### src/rtl/exception_sequencer.sv
// CP0 exception/interrupt entry and eret exit sequencer. It drives the Cause/Status/EPC
// write ports, the pipeline flush, and the fetch redirect. It handles one event at a time.
module exception_sequencer #(
  parameter logic [31:0] HANDLER_ADDR = 32'h0000_F000,
  parameter int          IRQ_WIDTH    = 6
) (
  input  logic                 i_clk,
  input  logic                 i_rst,
  input  logic [IRQ_WIDTH-1:0] i_irq,
  input  logic                 i_overflow_req,
  input  logic                 i_syscall_req,
  input  logic                 i_break_req,
  input  logic                 i_reserved_req,
  input  logic                 i_eret_req,
  input  logic [31:0]          i_exc_pc,
  input  logic [31:0]          i_next_pc,
  input  logic [31:0]          i_status_rd,
  input  logic [31:0]          i_cause_rd,
  input  logic [31:0]          i_epc_rd,
  output logic                 o_status_we,
  output logic                 o_cause_we,
  output logic                 o_epc_we,
  output logic [31:0]          o_status_wd,
  output logic [31:0]          o_cause_wd,
  output logic [31:0]          o_epc_wd,
  output logic                 o_flush,
  output logic                 o_redirect,
  output logic [31:0]          o_redirect_pc,
  output logic                 o_busy
);

  typedef enum logic [1:0] {IDLE, SAVE, JUMP, RESTORE} state_t;

  state_t      r_state, w_next;
  logic        w_exc_any, w_int_pending, w_take_entry, w_take_eret;
  logic [4:0]  w_exc_code;
  logic [31:0] w_cause_entry, w_status_entry;

  logic        r_status_we, r_cause_we, r_epc_we, r_flush, r_redirect, r_busy;
  logic [31:0] r_status_wd, r_cause_wd, r_epc_wd, r_redirect_pc;

  assign w_exc_any     = i_overflow_req | i_syscall_req | i_break_req | i_reserved_req;
  assign w_int_pending = i_status_rd[0] & (|(i_irq & i_status_rd[10 +: IRQ_WIDTH]));
  assign w_take_entry  = (r_state == IDLE) && (w_exc_any || w_int_pending);
  assign w_take_eret   = (r_state == IDLE) && !(w_exc_any || w_int_pending) && i_eret_req;

  // NOTE: every signal written here gets a default first so no latch is inferred.
  always_comb begin
    w_exc_code = 5'b00000;
    if (i_overflow_req)      w_exc_code = 5'b01100;
    else if (i_syscall_req)  w_exc_code = 5'b01000;
    else if (i_break_req)    w_exc_code = 5'b01001;
    else if (i_reserved_req) w_exc_code = 5'b01010;

    w_cause_entry                   = i_cause_rd;
    w_cause_entry[6:2]              = w_exc_code;
    w_cause_entry[10 +: IRQ_WIDTH]  = i_irq & i_status_rd[10 +: IRQ_WIDTH];

    w_status_entry      = i_status_rd;
    w_status_entry[0]   = 1'b0;
    w_status_entry[4:3] = 2'b00;
  end

  always_comb begin
    w_next = r_state;
    case (r_state)
      IDLE: begin
        if (w_take_entry)     w_next = SAVE;
        else if (w_take_eret) w_next = RESTORE;
      end
      SAVE:    w_next = JUMP;
      JUMP:    w_next = IDLE;
      RESTORE: w_next = IDLE;
      default: w_next = IDLE;
    endcase
  end

  // NOTE: sequential state uses non-blocking assignments so every flop samples pre-edge values.
  always_ff @(posedge i_clk or posedge i_rst) begin
    if (i_rst) r_state <= IDLE;
    else       r_state <= w_next;
  end

  // Outputs are decoded from the next state so they are registered yet aligned with the state.
  // NOTE: the write-data registers are reset too, because every output must read 0 after reset.
  always_ff @(posedge i_clk or posedge i_rst) begin
    if (i_rst) begin
      r_status_we   <= 1'b0;
      r_cause_we    <= 1'b0;
      r_epc_we      <= 1'b0;
      r_flush       <= 1'b0;
      r_redirect    <= 1'b0;
      r_busy        <= 1'b0;
      r_status_wd   <= '0;
      r_cause_wd    <= '0;
      r_epc_wd      <= '0;
      r_redirect_pc <= '0;
    end else begin
      r_status_we <= (w_next == SAVE) || (w_next == RESTORE);
      r_cause_we  <= (w_next == SAVE);
      r_epc_we    <= (w_next == SAVE);
      r_flush     <= (w_next != IDLE);
      r_redirect  <= (w_next == JUMP) || (w_next == RESTORE);
      r_busy      <= (w_next != IDLE);
      if (w_take_entry) begin
        r_cause_wd    <= w_cause_entry;
        r_status_wd   <= w_status_entry;
        r_epc_wd      <= w_exc_any ? i_exc_pc : i_next_pc;
        r_redirect_pc <= HANDLER_ADDR;
      end else if (w_take_eret) begin
        r_status_wd   <= i_status_rd | 32'h0000_0001;
        r_redirect_pc <= i_epc_rd;
      end
    end
  end

  assign o_status_we   = r_status_we;
  assign o_cause_we    = r_cause_we;
  assign o_epc_we      = r_epc_we;
  assign o_status_wd   = r_status_wd;
  assign o_cause_wd    = r_cause_wd;
  assign o_epc_wd      = r_epc_wd;
  assign o_flush       = r_flush;
  assign o_redirect    = r_redirect;
  assign o_redirect_pc = r_redirect_pc;
  assign o_busy        = r_busy;

endmodule
### config.mk
export PLATFORM = sky130hd
export DESIGN_NAME = exception_sequencer
export DESIGN_NICKNAME = d
export VERILOG_FILES = /design/src/rtl/exception_sequencer.sv
export SDC_FILE = /design/constraint.sdc
export NUM_CORES = 1
export LEC_CHECK = 0
export ABC_AREA = 1
export BUFFER_PORTS_ARGS = -buffer_cell sky130_fd_sc_hd__clkbuf_2
export CAP_MARGIN = 15
export CORE_AREA = 2 2 120 122
export DETAILED_ROUTE_END_ITERATION = 8
export DIE_AREA = 0 0 122 124
export PLACE_DENSITY = 0.84
export REMOVE_ABC_BUFFERS = 1
export SLEW_MARGIN = 15
export SYNTH_ARGS = -nofsm -noshare
export SYNTH_HDL_FRONTEND = slang
export SYNTH_SLANG_ARGS = --single-unit
### constraint.sdc
create_clock -name i_clk -period 8.1 [get_ports i_clk]
set_input_delay 1.215 -clock i_clk [delete_from_list [all_inputs] [get_ports i_clk]]
set_output_delay 1.215 -clock i_clk [all_outputs]
set_load 0.01 [all_outputs]
==> key figures, run 1 <==
Yosys
  • Post-Synthesis Cell Area: 0.00568 mm2
  • Netlist cell types: 26
  • Ys Warns: 0
  • Number of synthesized flops with an enable pin: 0
  • Yosys top cell by area: dfrtp_1
  • Syn_area_per_cell: roughly 9 um2
  • Post-synth top cells: nand2_1 (221), dfrtp_1 (133), nand3_1 (94)
  • Syn Inst Count: 623
  • #FFs+latches synth: 133
  • Area contributors post-synth: dfrtp_1 (59%), nand2_1 (15%), nand3_1 (8.3%)
  • Yosys top cell area share: 0.586
  • Post-synthesis sequential area ratio: 0.586
  • Most used flip-flop cell after synthesis: dfrtp_1
  • Most numerous cell in the Yosys netlist: nand2_1
  • Async SR Flop Fraction: 1.00

GRT
  • Gr usage total: 0.198
  • GRT overflow: 0
  • Vias in the first global route: 4,673
  • Largest net degree at the start of global routing: 206
  • First-pass GRT wire length: approximately 23,000 um
  • Initial antenna violation count: 0

Clocking
  • Num CTS Buffers: 17
  • CTS root buf: clkbuf_16
  • Post-CTS sizing: 0
  • Clk_lat worst skew: 0.41 ns
  • Maximum clock path buffer count: 2
  • # hold bufs at CTS: 0
  • CTS H-tree lvls: 4
  • Buffer count from post-CTS setup fixing: 0
  • CTS tree: built
  • CTS clk-pin slew, worst paths: roughly 0.050 ns
  • Clock Sinks: 133

STA
  • Hold Fails Final Rpt: 0
  • Slew HR: 0.268
  • Final setup TNS: 0 ns
  • Fin crit share: 0.461
  • Final hold slack: between 0.4 and 0.5 ns
  • Min Tclk post-route: between 3 and 4 ns
  • RSZ-0062 raised after global routing: false
  • Setup Skew: 0.0129 ns
  • Worst-Margin Slew: 1.10 ns
  • Max frequency: 0.268 GHz
  • Final Max Slew Viols: 0
  • # setup viols final: 0

Worst setup path
  • Critical path type: in2reg
  • Worst Path Arrival: about 4 ns
  • CP max FO: 205
  • Setup crit start kind: primary input
  • Crit path top cell by count: nand2_1
  • Bufs and invs on worst path: 2
  • CP required: 8.39 ns
  • Worst-path cell chain: clkbuf_2 > nor2_2 > nand3b_4 > clkinv_4 > nand2_4 > nand2_8 > nand2_2 > nand2_1 > nand2_1
  • CP max-delay cell: nand2_8
  • CP top delay family: simple AND/OR/NAND/NOR gates
  • Crit end category: flip-flop
  • Slowest cell delay on critical path: 0.75 ns

Floorplan
  • Die H: between 100 and 150 um
  • Rows: 43
  • Placeable Area: 0.0137 mm2
  • Die width: 122 um
  • Starting Density: 0.414
  • Die footprint: 0.0151 mm2
  • Io pins: 307

Routing
  • Wirelength, routed: 15,200 um
  • DR iter-0 viols: approximately 210
  • DRT Pass-1 Iters: 5
  • Detailed-route via count: about 5,200
  • Vias/cell: 4.79
  • WL per Instance: 14.0 um
  • Residual DRC: 0
  • Post-route ant nets: 0

Job
  • Max-cap violations: 0

Power
  • Pwr Density: 415 mW/mm2
  • Max IR drop VDD: 0.247 mV
  • Static leakage: 0.00434 uW

Cells and area
  • Ant. Diodes: 0
  • Final net count: between 1,000 and 1,500
  • Fraction of layout cells with a size suffix above 1: 0.409
  • P&R area growth vs syn: 36.1%
  • Post-layout util: 0.563

Worst hold path
  • Hold Crit Class: reg2reg

Placed design
  • IO buf count: 294
  • DP Wirelength: 10,700 um
  • GP Congestion: between 0.7 and 0.8

Run status
  • Status: finished, final reports clean
cells in the final DEF (no fill, tap or decap), drive strengths merged:
cell type and n:
buf 2, o211ai 1, clkinv 2, dfrtp 133
nand3 95, nand3b 1, or2 32, nand2 225
nor3b 1, conb 1, bufinv 3, o21ai 74
clkinvlp 4, inv 11, nor2 3, clkbuf 316
nand4 1
routing by layer:
metal / track usage / share of wire
met4: 0.0733 / 0.018
met1: 0.237 / 0.41
met3: 0.0600 / 0.076
met5: 0 / 0
met2: 0.337 / 0.49
layout make-up:
type,instances,area (um2)
clock buffers,22,494
clock inverters,10,143
fillers,1233,5990
inverters,10,47.5
multi-input cells,434,2000
flip-flops and latches,133,3330
well taps,180,225
repair buffers,296,1490
worst paths after layout:
| check | startpoint | endpoint | slack, ns | cells past startpoint |
|---|---|---|---|---|
| setup / recovery | i_overflow_req | o_status_wd[16] | 4.36 | 9 |
| hold / removal | o_cause_wd[29] | o_cause_wd[29] | 0.48 | 2 |
| setup reg to reg | r_state[1] | o_cause_wd[19] | 5.28 | 5 |
| hold reg to reg | o_cause_wd[29] | o_cause_wd[29] | 0.48 | 2 |
| max in group asynchronous | i_rst | o_redirect_pc[7] | 5.91 | 3 |
| min in group asynchronous | i_rst | o_epc_wd[20] | 0.84 | 2 |
flip-flops by register name (all words and copies together) (netlist names), 2 cells and up:
signal	cells
o_cause_wd	31
o_epc_wd	32
o_redirect_pc	32
o_status_wd	32
r_state	2
kinds of logic (layout without fill, tap and decap cells):
logic type             Yosys count  count (layout)  share of synthesized area
and+or+nand+nor                358             358                      0.284
DFF                            133             133                      0.586
AOI/OAI and AO/OA               75              75                     0.0666
buffers and inverters           56             338                     0.0622
other                            1               1                   0.000661
worst register-to-register path: stages, from the launching register on:
cell and delay, ns:
dfrtp_1 0.43, nor2_1 0.50, nand2_8 0.70, inv_1 0.90, nand2_1 0.14, nand2_1 0.10
stage by stage:
stage                     std cells  instance area (um2)  power (uW)  worst slack (ns)
after floorplan                 577                 5370        1840              3.33
after global placement         1053                 7090        2380              3.90
after detailed placement       1053                 7090        2420              3.89
after CTS                      1085                 7730        3240              4.33
after global routing           1085                 7730        3440              4.03
final                          1085                 7730        3200              4.36
where the power goes:
part / internal, uW / switching [uW] / total (uW)
combinational: 444 / 768 / 1210
sequential: 999 / 185 / 1180
clock: 527 / 281 / 808
Note: power is estimated with default switching activity, not from simulation.
==> run 2, diff against run 1 <==
--- a/config.mk
+++ b/config.mk
@@ -8,10 +8,10 @@
 export ABC_AREA = 1
 export BUFFER_PORTS_ARGS = -buffer_cell sky130_fd_sc_hd__clkbuf_2
 export CAP_MARGIN = 15
-export CORE_AREA = 2 2 120 122
+export CORE_MARGIN = 2
+export CORE_UTILIZATION = 41
 export DETAILED_ROUTE_END_ITERATION = 8
-export DIE_AREA = 0 0 122 124
-export PLACE_DENSITY = 0.84
+export PLACE_DENSITY = 0.86
 export REMOVE_ABC_BUFFERS = 1
 export SLEW_MARGIN = 15
 export SYNTH_ARGS = -nofsm -noshare
==> constraint.sdc (replaced) <==
create_clock -name i_clk -period 3.35 [get_ports i_clk]
set_input_delay 0.5025 -clock i_clk [delete_from_list [all_inputs] [get_ports i_clk]]
set_output_delay 0.5025 -clock i_clk [all_outputs]
set_load 0.01 [all_outputs]
==> key figures, run 2 (same netlist as run 1, synthesis figures left out) <==
Run status
  • Status: finished, final reports clean (unchanged)

STA
  • Max frequency: between 0.4 and 0.5 GHz
  • Final Max Slew Viols: 0 (unchanged)
  • Final setup TNS: 0 ns (unchanged)
  • Min Tclk post-route: about 2.3 ns
  • Worst-Margin Slew: 0.730 ns (was 1.10 ns)
  • # setup viols final: 0 (unchanged)
  • Setup Skew: 0.00745 ns (was 0.0129 ns)
  • Final WS setup: 1.02 ns (was 4.36 ns)
  • Hold Fails Final Rpt: 0 (unchanged)
  • Slew HR: 0.513 (was 0.268)
  • RSZ-0062 raised after global routing: false (unchanged)
  • Fin crit share: 0.695

Clocking
  • Buffer count from post-CTS setup fixing: 0 (unchanged)
  • Clk_lat worst skew: 0.41 ns (about the same)
  • # hold bufs at CTS: 0 (unchanged)
  • Post-CTS sizing: 0 (unchanged)
  • CTS tree: built (unchanged)
  • CTS root buf: clkbuf_16 (unchanged)
  • Maximum clock path buffer count: 2 (unchanged)
  • Num CTS Buffers: 17 (unchanged)
  • CTS clk-pin slew, worst paths: 0.06 ns (was 0.05 ns)
  • Clock Sinks: 133 (unchanged)
  • CTS H-tree lvls: 4 (unchanged)

GRT
  • Vias in the first global route: 4,926 (was 4,673)
  • GRT overflow: 0 (unchanged)
  • Gr usage total: 0.207 (was 0.198)
  • Largest net degree at the start of global routing: 81 (was 206)
  • First-pass GRT wire length: 23,800 um (was 23,100 um)
  • Initial antenna violation count: 0 (unchanged)

Cells and area
  • P&R area growth vs syn: 36.6% (was 36.1%)
  • Most frequent cells in the layout: clkbuf_2 (294), nand2_1 (221), dfrtp_1 (133) (unchanged)
  • Most common cell after layout, fill and taps aside: clkbuf_2 (unchanged)
  • Fraction of layout cells with a size suffix above 1: 0.410 (was 0.409)
  • Ant. Diodes: 0 (unchanged)
  • Final non-filler cell total: 1,084 (was 1,085)
  • Filler instances: 1,179 (was 1,233)
  • Final net count: 1,068 (was 1,065)

Placed design
  • GP Congestion: 0.783 (was 0.793)
  • DP Wirelength: 10,600 um (was 10,700 um)
  • IO buf count: 294 (unchanged)
  • Setup WS pre-CTS: 0.564 ns (was 3.89 ns)
  • DP Cell Count: 1,052 (was 1,053)

Floorplan
  • Rows: 42 (was 43)
  • Die width: 122 um (about the same)
  • Starting Density: 0.424 (was 0.414)
  • Io pins: 307 (unchanged)
  • Placeable Area: 0.0134 mm2 (was 0.0137 mm2)
  • Die footprint: 0.0148 mm2 (was 0.0151 mm2)
  • Die H: 122 um (was 124 um)

Routing
  • Vias/cell: 4.77 (was 4.79)
  • Residual DRC: 0 (unchanged)
  • Post-route ant nets: 0 (unchanged)
  • Wirelength, routed: 14,900 um (was 15,200 um)
  • WL per Instance: 13.7 um (was 14.0 um)
  • DRT Pass-1 Iters: 5 (unchanged)
  • DR iter-0 viols: 316 (was 209)
  • Detailed-route via count: 5,170 (was 5,193)

Worst setup path
  • Setup crit start kind: primary input (unchanged)
  • Setup crit start: i_overflow_req (unchanged)
  • Reg2reg start: r_state[1] (unchanged)
  • Worst Path Arrival: 2.62 ns (was 4.02 ns)
  • CP max FO: 70 (was 205)
  • CP required: 3.65 ns (was 8.39 ns)
  • Critical path type: in2reg (unchanged)
  • Crit end category: flip-flop (unchanged)

Power
  • Max IR drop VDD: 0.467 mV (was 0.247 mV)
  • Static leakage: 0.00436 uW (was 0.00434 uW)
  • Pwr Density: 1000 mW/mm2 (was 415 mW/mm2)
  • Tot Pwr: 7750 uW (was 3200 uW)

Job
  • Max-cap violations: 0 (unchanged)

Worst hold path
  • Hold Crit Class: in2async (was reg2reg)
-- run 2: path summary, 6_finish.rpt --
check	endpoint	slack (ns)	cells after the start
worst min register to register	o_cause_wd[8]	0.48	2
min in group i_clk	o_cause_wd[27]	0.28	3
worst max register to register	o_cause_wd[23]	1.17	5
max in group asynchronous	o_epc_wd[15]	2.40	3
worst min-delay path	o_redirect_pc[18]	0.19	2
worst max-delay path	o_status_wd[26]	1.02	9
-- run 2: critical path, cell delays in order --
cell and delay (ns):
clkbuf_2 0.09, nor2_2 0.21, nand3b_4 0.29, clkinv_4 0.31, nand2_4 0.10, nand2_8 0.31, nand2_2 0.49, nand2_1 0.22
nand2_1 0.06
-- run 2: final cells by class --
| class | instances | area [um2] | area share |
|---|---|---|---|
| multi-input cells | 434 | 2000 | 0.258 |
| clock buffers | 19 | 443 | 0.0571 |
| flip-flops and latches | 133 | 3330 | 0.429 |
| repair buffers | 299 | 1530 | 0.198 |
| inverters | 10 | 47.5 | 0.00613 |
| well taps | 176 | 220 | 0.0284 |
| clock inverters | 13 | 180 | 0.0232 |
-- run 2: stage by stage --
stage | hold slack (ns) | instance area, um2 | utilization
floorplan | 0.505 | 5370 | -
global placement | 0.458 | 7130 | 0.532
detailed placement | 0.464 | 7130 | 0.532
CTS | 0.223 | 7750 | 0.579
global route | 0.248 | 7750 | 0.579
finish | 0.194 | 7750 | 0.579
-- run 2: report_power, final --
part	internal, uW	leakage, uW	switching, uW
Sequential	2420	0.00166	456
Combinational	1090	0.00240	1850
Clock	1260	0.000299	677
Total	4770	0.00436	2990
-- run 2: per-layer routing --
metal / up-vias / share of wire / global-route usage
met5: - / 0 / 0
li1: 2564 / - / -
met4: 0 / 0.020 / 0.0790
met1: 2360 / 0.41 / 0.256
met3: 25 / 0.072 / 0.0534
met2: 221 / 0.50 / 0.351
==> run 3, diff against run 2 <==
==> constraint.sdc (replaced) <==
create_clock -name i_clk -period 2 [get_ports i_clk]
set_input_delay 0.3 -clock i_clk [delete_from_list [all_inputs] [get_ports i_clk]]
set_output_delay 0.3 -clock i_clk [all_outputs]
set_load 0.01 [all_outputs]
==> key figures, run 3 (same netlist as run 1, synthesis figures left out) <==
Worst setup path
  • Crit path top cell by count: nand2_1 (unchanged)
  • Worst-path cell chain: nor2_1 > buf_4 > nand2_8 > inv_1 > nand2_1 > nand2_1 (was clkbuf_2 > nor2_2 > nand3b_4 > clkinv_4 > nand2_4 > nand2_8 > nand2_2 > nand2_1 > nand2_1)
  • R2r setup slk: 0.32 ns (was 1.17 ns)
  • Worst R2R End: o_cause_wd[16] (was o_cause_wd[23])
  • Crit end category: flip-flop (unchanged)
  • Slowest cell delay on critical path: 0.55 ns (was 0.49 ns)
  • Worst R2R Path Depth: 6 (was 5)
  • CP max FO: 23 (was 70)
  • Setup crit start kind: flip-flop (was primary input)
  • Reg2reg start: r_state[1] (unchanged)
  • Critical path type: reg2reg (was in2reg)
  • Worst Path Arrival: 2.01 ns (was 2.62 ns)
  • CP required: 2.33 ns (was 3.65 ns)
  • CP max-delay cell: inv_1 (was nand2_2)

STA
  • Final WS setup: 0.320 ns (was 1.02 ns)
  • Setup Skew: 0.00701 ns (was 0.00745 ns)
  • Hold Fails Final Rpt: 0 (unchanged)
  • Min Tclk post-route: ~1.7 ns
  • Max frequency: 0.595 GHz
  • RSZ-0062 raised after global routing: false (unchanged)
  • Final Max Slew Viols: 0 (unchanged)
  • Fin crit share: 0.840
  • # setup viols final: 0 (unchanged)
  • Worst-Margin Slew: 0.715 ns (was 0.730 ns)
  • Slew HR: 0.523 (was 0.513)

Routing
  • Wirelength, routed: 14,900 um (about the same)
  • WL per Instance: 13.6 um (was 13.7 um)
  • DR iter-0 viols: 323 (was 316)
  • Post-route ant nets: 0 (unchanged)
  • DRT Pass-1 Iters: 5 (unchanged)
  • Vias/cell: 4.74 (was 4.77)
  • Residual DRC: 0 (unchanged)
  • Detailed-route via count: 5,196 (was 5,170)

Floorplan
  • Placeable Area: 0.0134 mm2 (unchanged)
  • Die width: 122 um (unchanged)
  • Die H: 122 um (unchanged)
  • Rows: 42 (unchanged)
  • Die footprint: 0.0148 mm2 (unchanged)
  • Io pins: 307 (unchanged)
  • Starting Density: 0.424 (unchanged)

Clocking
  • Clk_lat worst skew: 0.40 ns (was 0.41 ns)
  • Maximum clock path buffer count: 2 (unchanged)
  • Clock Sinks: 133 (unchanged)
  • Buffer count from post-CTS setup fixing: 0 (unchanged)
  • CTS root buf: clkbuf_16 (unchanged)
  • Num CTS Buffers: 17 (unchanged)
  • CTS clk-pin slew, worst paths: 0.06 ns (about the same)
  • CTS tree: built (unchanged)
  • CTS H-tree lvls: 4 (unchanged)

Run status
  • Status: finished, final reports clean (unchanged)

Worst hold path
  • Hold Crit Start: i_cause_rd[9]
  • Hold EP: o_cause_wd[9]
  • Hold Crit Class: in2reg (was in2async)
  • Cells on Worst Hold Path: 3

GRT
  • First-pass GRT wire length: 23,500 um (was 23,800 um)
  • Vias in the first global route: 4,879 (was 4,926)
  • Largest net degree at the start of global routing: 75 (was 81)
  • GRT overflow: 0 (unchanged)
  • Gr usage total: 0.203 (was 0.207)
  • Initial antenna violation count: 0 (unchanged)

Cells and area
  • Most frequent cells in the layout: clkbuf_2 (294), nand2_1 (221), dfrtp_1 (133) (unchanged)
  • Multi-input gate area: 0.00200 mm2 (unchanged)
  • Fraction of layout cells with a size suffix above 1: 0.417 (was 0.410)
  • Ant. Diodes: 0 (unchanged)
  • P&R area growth vs syn: 38.1% (was 36.6%)
  • FF/Latch Area: 0.00333 mm2 (unchanged)
  • Final net count: 1,080 (was 1,068)
  • Most common cell after layout, fill and taps aside: clkbuf_2 (unchanged)
  • Filler instances: 1,185 (was 1,179)

Power
  • Tot Pwr: 13,000 uW (was 7750 uW)
  • Static leakage: 0.00441 uW (was 0.00436 uW)
  • Max IR drop VDD: 0.721 mV (was 0.467 mV)
  • Pwr Density: 1660 mW/mm2 (was 1000 mW/mm2)

Placed design
  • DP Wirelength: 11,000 um (was 10,600 um)
  • GP Congestion: 0.772 (was 0.783)
  • Setup WS pre-CTS: 0.114 ns (was 0.564 ns)
  • IO buf count: 294 (unchanged)

Job
  • Max-cap violations: 0 (unchanged)
==> run 3: changes by cell type in the layout (fill, tap and decap cells not counted) <==
cell,delta
clkinv_4,+2
clkinv_2,-1
buf_12,+2
clkbuf_1,-1
bufinv_16,-2
dlygate4sd3_1,+1
inv_6,+2
buf_4,+9
==> run 3: how the worst max path moves through the flow <==
stage / from / end / slack (ns) / cells after the start
after floorplan: i_rst / o_busy / -1.85 / 1
after global placement: i_status_rd[13] / o_cause_wd[28] / 0.16 / 11
after detailed placement: i_status_rd[13] / o_cause_wd[21] / 0.11 / 11
after CTS: r_state[1] / o_cause_wd[16] / 0.32 / 6
after global routing: r_state[1] / o_cause_wd[21] / 0.11 / 6
final: r_state[1] / o_cause_wd[16] / 0.32 / 6
==> run 3: cell type report <==
type	count	share of cell area
clock buffers	18	0.0560
flip-flops and latches	133	0.425
well taps	176	0.0281
clock inverters	14	0.0192
repair buffers	311	0.211
inverters	10	0.00607
multi-input cells	434	0.255
==> run 3: critical path, delay by kind of cell, from the launching register on <==
family / cells / cell delay [ns]
flops: 1 / 0.44
simple gates: 4 / 0.45
buf+inv: 2 / 0.71
==> run 3: metal layers <==
metal  track usage  routed length [um]  up-vias  part of all wire
li1              -                   -     2581                 -
met1         0.248                6170     2353              0.41
met2         0.355                7370      234              0.49
met3        0.0482                1100       28             0.074
met4        0.0632                 263        0             0.018
met5             0                   0        -                 0
==> run 3: timing repair <==
| action | CTS | global route |
|---|---|---|
| resized for setup | 0 | 0 |
| endpoints found under the hold margin | 16 | 0 |
| hold buffers | 1 | 0 |
| endpoints found under the setup margin | 0 | 0 |
==> run 3: stage by stage <==
stage | utilization | std cells | hold WS (ns) | TNS, ns | instance area, um2
floorplan | - | 577 | 0.410 | -298.16 | 5370
global placement | 0.540 | 1063 | 0.183 | 0 | 7240
detailed placement | 0.540 | 1063 | 0.186 | 0 | 7240
CTS | 0.585 | 1096 | 0.0755 | 0 | 7840
global route | 0.585 | 1096 | 0.0842 | 0 | 7840
finish | 0.585 | 1096 | 0.0870 | 0 | 7840
==> run 3: where the power goes <==
group	switching, uW	total, uW	leakage (uW)	internal, uW
combinational	3140	5110	0.00246	1970
sequential	764	4810	0.00166	4040
clock	1190	3070	0.000283	1880
total	5090	13000	0.00441	7890
